File: config.mk
export PLATFORM = sky130hd
export DESIGN_NAME = mem_arbiter
export DESIGN_NICKNAME = d
export VERILOG_FILES = /design/src/rtl/mem_pkg.sv /design/src/rtl/rr_arb2.sv /design/src/rtl/mem_arbiter.sv
export SDC_FILE = /design/constraint.sdc
export NUM_CORES = 1
export LEC_CHECK = 0
export ABC_AREA = 0
export CAP_MARGIN = 0
export CORE_AREA = 3 3 282 284
export DETAILED_ROUTE_END_ITERATION = 6
export DIE_AREA = 0 0 285 287
export DONT_BUFFER_PORTS = 1
export PLACE_DENSITY = 0.4
export SLEW_MARGIN = 20
export SYNTH_ARGS = -nofsm -noshare
export SYNTH_HDL_FRONTEND = slang
export SYNTH_SLANG_ARGS = --single-unit
File: constraint.sdc
create_clock -name clk -period 1.9 [get_ports clk]
set_input_delay 0.475 -clock clk [delete_from_list [all_inputs] [get_ports clk]]
set_output_delay 0.475 -clock clk [all_outputs]
set_load 0.05 [all_outputs]
File: src/rtl/mem_pkg.sv
// Shared definitions for the memory arbiter slice.
//   LINE_W_DEF  : default memory line width in bits
//   LADDR_W_DEF : default line address width (byte address [31:4])
//   arb_state_t : arbiter FSM states
//   src_t       : identifies which requester owns the current transaction
package mem_pkg;

    localparam int LINE_W_DEF  = 128;
    localparam int LADDR_W_DEF = 28;

    typedef enum logic [1:0] {
        IDLE   = 2'd0,
        BUSY_I = 2'd1,
        BUSY_D = 2'd2,
        RESP   = 2'd3
    } arb_state_t;

    typedef enum logic {
        SRC_I = 1'b0,
        SRC_D = 1'b1
    } src_t;

endpackage

File: src/rtl/rr_arb2.sv
// Two-requester round-robin arbiter with a registered last-grant pointer.
// Ports:
//   clk, reset_n     : clock, asynchronous active-low reset
//   req_i, req_d     : instruction / data side requests
//   take             : the grant is being consumed this cycle; updates the pointer
//   grant_i, grant_d : combinational one-hot (or zero) grant
module rr_arb2
    import mem_pkg::*;
(
    input  logic clk,
    input  logic reset_n,
    input  logic req_i,
    input  logic req_d,
    input  logic take,
    output logic grant_i,
    output logic grant_d
);

    src_t last_gnt;

    // On a tie the requester that did not win last time gets the grant.
    always_comb begin
        grant_i = 1'b0;
        grant_d = 1'b0;
        if (req_i && req_d) begin
            if (last_gnt == SRC_I) begin
                grant_d = 1'b1;
            end else begin
                grant_i = 1'b1;
            end
        end else begin
            grant_i = req_i;
            grant_d = req_d;
        end
    end

    // Pointer starts at I so the first tie after reset is won by D.
    always_ff @(posedge clk or negedge reset_n) begin
        if (!reset_n) begin
            last_gnt <= SRC_I;
        end else if (take && (grant_i || grant_d)) begin
            last_gnt <= grant_d ? SRC_D : SRC_I;
        end
    end

endmodule

File: src/rtl/mem_arbiter.sv
// Arbitrates an I-cache read port and a D-cache read/write-back port onto a
// single-outstanding memory interface.
// Ports:
//   clk, reset_n                      : clock, asynchronous active-low reset
//   reqI, reqAddrI, flushI            : I-side request, line address, discard pending response
//   dataI, readyI                     : I-side returned line, read-done pulse
//   reqD, weD, reqAddrD, wdataD       : D-side request, write enable, line address, write line
//   dataD, readyD, ackD               : D-side returned line, read-done pulse, write-done pulse
//   mem_req, mem_we, mem_addr,
//   mem_wdata, mem_rdata, mem_ready   : memory request channel and completion pulse
module mem_arbiter
    import mem_pkg::*;
#(
    parameter int LINE_W  = LINE_W_DEF,
    parameter int LADDR_W = LADDR_W_DEF
) (
    input  logic               clk,
    input  logic               reset_n,
    input  logic               reqI,
    input  logic [LADDR_W-1:0] reqAddrI,
    input  logic               flushI,
    output logic [LINE_W-1:0]  dataI,
    output logic               readyI,
    input  logic               reqD,
    input  logic               weD,
    input  logic [LADDR_W-1:0] reqAddrD,
    input  logic [LINE_W-1:0]  wdataD,
    output logic [LINE_W-1:0]  dataD,
    output logic               readyD,
    output logic               ackD,
    output logic               mem_req,
    output logic               mem_we,
    output logic [LADDR_W-1:0] mem_addr,
    output logic [LINE_W-1:0]  mem_wdata,
    input  logic [LINE_W-1:0]  mem_rdata,
    input  logic               mem_ready
);

    arb_state_t state;
    arb_state_t state_next;
    src_t       cur_src;
    logic       drop_flag;
    logic       grant_i;
    logic       grant_d;
    logic       in_idle;

    assign in_idle = (state == IDLE);

    rr_arb2 u_rr_arb2 (
        .clk     (clk),
        .reset_n (reset_n),
        .req_i   (reqI),
        .req_d   (reqD),
        .take    (in_idle),
        .grant_i (grant_i),
        .grant_d (grant_d)
    );

    always_ff @(posedge clk or negedge reset_n) begin
        if (!reset_n) begin
            state <= IDLE;
        end else begin
            state <= state_next;
        end
    end

    // Memory has no timeout: a busy state waits as long as mem_ready stays low.
    always_comb begin
        state_next = state;
        unique case (state)
            IDLE: begin
                if (grant_i) begin
                    state_next = BUSY_I;
                end else if (grant_d) begin
                    state_next = BUSY_D;
                end
            end
            BUSY_I, BUSY_D: begin
                if (mem_ready) begin
                    state_next = RESP;
                end
            end
            RESP:    state_next = IDLE;
            default: state_next = IDLE;
        endcase
    end

    // Memory request fields are captured once when leaving IDLE and then held
    // untouched until completion, so the memory never sees them change mid-flight.
    // The drop flag only arms while an I read is outstanding.
    always_ff @(posedge clk or negedge reset_n) begin
        if (!reset_n) begin
            mem_req   <= 1'b0;
            mem_we    <= 1'b0;
            mem_addr  <= '0;
            mem_wdata <= '0;
            dataI     <= '0;
            dataD     <= '0;
            cur_src   <= SRC_I;
            drop_flag <= 1'b0;
        end else begin
            unique case (state)
                IDLE: begin
                    drop_flag <= 1'b0;
                    if (grant_i) begin
                        mem_req   <= 1'b1;
                        mem_we    <= 1'b0;
                        mem_addr  <= reqAddrI;
                        mem_wdata <= '0;
                        cur_src   <= SRC_I;
                    end else if (grant_d) begin
                        mem_req   <= 1'b1;
                        mem_we    <= weD;
                        mem_addr  <= reqAddrD;
                        mem_wdata <= wdataD;
                        cur_src   <= SRC_D;
                    end
                end
                BUSY_I: begin
                    if (flushI) begin
                        drop_flag <= 1'b1;
                    end
                    if (mem_ready) begin
                        mem_req <= 1'b0;
                        dataI   <= mem_rdata;
                    end
                end
                BUSY_D: begin
                    if (mem_ready) begin
                        mem_req <= 1'b0;
                        dataD   <= mem_rdata;
                    end
                end
                default: begin
                end
            endcase
        end
    end

    // Completion pulses are decoded from the RESP state; reset forces IDLE,
    // which keeps all three low without extra registers.
    always_comb begin
        readyI = (state == RESP) && (cur_src == SRC_I) && !drop_flag;
        readyD = (state == RESP) && (cur_src == SRC_D) && !mem_we;
        ackD   = (state == RESP) && (cur_src == SRC_D) && mem_we;
    end

endmodule

==> impl_metrics.ini, run 1 <==
[outcome]
status = finished, violations left
violations = hold timing, setup timing

[placed_design]
hpwl_um = 37390
gp_congestion = 0.8005
port_buffers = 0

[setup_path]
start_kind = register
r2r_setup_slack_ns = 0.09
worst_ep_arrival_time_ns = 1.49
cp_slowest_stage_delay_ns = 0.37
rr_startpoint = state[0]
cp_slowest_cell = dfrtp_1
critPathKind = reg2out
crit_chain = ha_2 -> nor3b_2 -> buf_6
reg2reg_to = dataD[103]
ff2ff_path_depth = 6
crit_fanout = 3
end_kind = output port
crit_required_ns = 1.42

[detailed_routing]
dr.pass1.iters = 4
wl_per_cell_um = 22.42
ant_nets = 0
initialDrtViolationCount = 411
avgViaCountPerCell = 4.234
wirelength_um = 52760
drc = 0
routed-via-count = 9962

[clock_tree]
htreeDepth = 2
clock-sinks = 419
ctsLongestPathBuffers = 3
root_buffer = clkbuf_16
ctsHoldBuffers = 223
worstSkewPairLatency_ns = 0.57
cts_buffers = 48
path_clk_slew_ns = 0.06
cts_tree = built

[die]
dieArea_um2 = 81800
die_w_um = 285
die_y_um = 287
coreArea_um2 = 77340
num_io_pins = 736
row_count = 102
start_util_pct = 20.63

[finish]
syn_to_final_growth_pct = 33.55
drive_above_1_share_pct = 12.98
fin_nets = 1598

[sta]
fmax_mhz = 507.6
skew_ns = 0.01841
slew_viol_final = 0
maxSlewHeadroom_pct = 39.79
tns_ns = -0.1313
period_needed_ns = 1.970
rsz0062_at_grt = true
worst_pin_slew_ns = 0.9031
timing.final.ws_setup_ns = -0.06999
timing.hold.ws_ns = -0.3936
hold_viol_final = 419
setup_viol = 3
post-route-period-util_pct = 103.7

[synth]
muxShareOfSynthArea_pct = 18.67
synth_top_family_by_area = multiplexers
synth_flop_cell = dfrtp_1
yosysMostFrequentCell = dfrtp_1
synth_common_cells = 419 x dfrtp_1, 220 x mux2_1, 129 x a22o_1
synth-compound-area-share_pct = 10.50
ys_seq_area_share_pct = 65.73
synthAdderAreaFrac_pct = 0.4706
synth_nets = 1357
synth_cell_types = 30
yosys_warnings = 0
syn_area_per_cell_um2 = 15.46
synth-xor-area-share_pct = 0
postSynthCellCount = 1032
synth_top_cell_area_share_pct = 65.73
synth_area_um2 = 15950
async_reset_ff_share_pct = 100.0
synth_seq_cells = 419
synth_area_leaders = dfrtp_1 66%, mux2_1 16%, a22o_1 7.1%
synthSimpleGateAreaFrac_pct = 1.090
synth_edf_count = 0
yosys.area.top_type = dfrtp_1

[grt]
grt_pass1_wl_um = 75450
grt_use_total_pct = 12.13
antenna_found_initial = 5
overflow = 0
first_global_vias = 10832
grt_max_degree = 420

[worst_hold_path]
min_path_type = in2async

[job]
drv_cap = 0
-- timing repair --
item,in CTS,in global routing
hold endpoints to repair,725,419
gates resized for setup,4,16
setup buffers,2,3
cloned,0,2
setup endpoints to repair,3,241
-- cells by family after synthesis --
kind of cell,count (synthesis)
fa+ha+maj,6
buf+inv,81
flops,419
mux,258
compound gates,225
simple gates,43
-- worst max-delay path: cells and delay by family, from the launching register on --
family        cells  cell delay, ns
simple gates      1            0.18
fa+ha+maj         1            0.19
flops             1            0.37
buf+inv           1            0.19
-- flip-flops by register name, summed over array words and instances, names as in the netlist --
| name | cells |
|---|---|
| dataD | 128 |
| dataI | 128 |
| mem_wdata | 128 |
| mem_addr | 28 |
| state | 2 |
| cur_src | 1 |
| drop_flag | 1 |
| mem_req | 1 |
| mem_we | 1 |
| u_rr_arb2.last_gnt | 1 |
-- metal layers --
layer	vias up	GRT usage, %	part of all wire, %	routed length [um]
met3	81	5.599	12	6125
met2	561	21.59	51	26950
met1	5079	12.79	35	18280
li1	4241	-	-	-
met4	0	3.685	2.7	1404
met5	-	0	0	0
-- cell type report --
type | count | area (um^2)
Inverter | 5 | 22.52
Sequential cell | 419 | 10490
Clock buffer | 70 | 1436
Multi-Input combinational cell | 532 | 4976
Tap cell | 1040 | 1301
Antenna cell | 3 | 7.507
Fill cell | 7942 | 56040
Clock inverter | 17 | 281.5
Timing Repair Buffer | 267 | 2794
-- worst max path at each step --
stage,startpoint,end,cells after the start
after detailed placement,state[0],mem_wdata[25],5
after global routing,state[1],readyI,3
after CTS,state[1],readyI,3
after floorplan,mem_we,readyD,1
after global placement,state[0],mem_wdata[73],5
final,state[1],readyI,3
-- placed cells by master, fill, tap and decap left out, types with 2 or more instances in the layout --
| cell type | instances |
|---|---|
| a21oi_1 | 28 |
| a22o_1 | 129 |
| a31oi_1 | 28 |
| buf_12 | 15 |
| buf_4 | 21 |
| buf_6 | 7 |
| bufinv_16 | 7 |
| clkbuf_1 | 9 |
| clkbuf_16 | 51 |
| clkbuf_8 | 11 |
| clkinv_2 | 6 |
| clkinvlp_4 | 2 |
| dfrtp_1 | 419 |
| diode_2 | 3 |
| dlygate4sd3_1 | 223 |
| ha_1 | 3 |
| ha_4 | 2 |
| inv_1 | 4 |
| inv_6 | 2 |
| mux2_1 | 220 |
| mux2_2 | 17 |
| mux2_4 | 20 |
| nand2_1 | 7 |
| nor2_1 | 29 |
| o21ai_0 | 23 |
| o21ai_1 | 9 |
| o22ai_1 | 2 |
-- per-stage QoR --
step / instance area (um^2) / hold slack, ns / setup WS (ns) / util (%) / cells
final: 21300 / -0.3936 / -0.06999 / 27.55 / 2353
after global routing: 21300 / -0.4544 / -0.1594 / 27.54 / 2351
after CTS: 21180 / -0.4497 / -0.1425 / 27.38 / 2345
after detailed placement: 17200 / 0.1899 / 0.03731 / 22.24 / 2033
after global placement: 17200 / 0.1898 / 0.09330 / 22.24 / 2033
after floorplan: 15960 / 0.1794 / 0.1262 / - / 1032
Power of run 1 is not shown: default switching activity piles up to over one toggle a cycle in this logic, so the estimate is an artifact.
==> run 2, diff against run 1 <==
- SLEW_MARGIN: 20 -> unset
==> results of run 2 <==
No change in the layout: final DEF, timing and power equal those of run 1.
Power of run 2 is left out for the same reason.
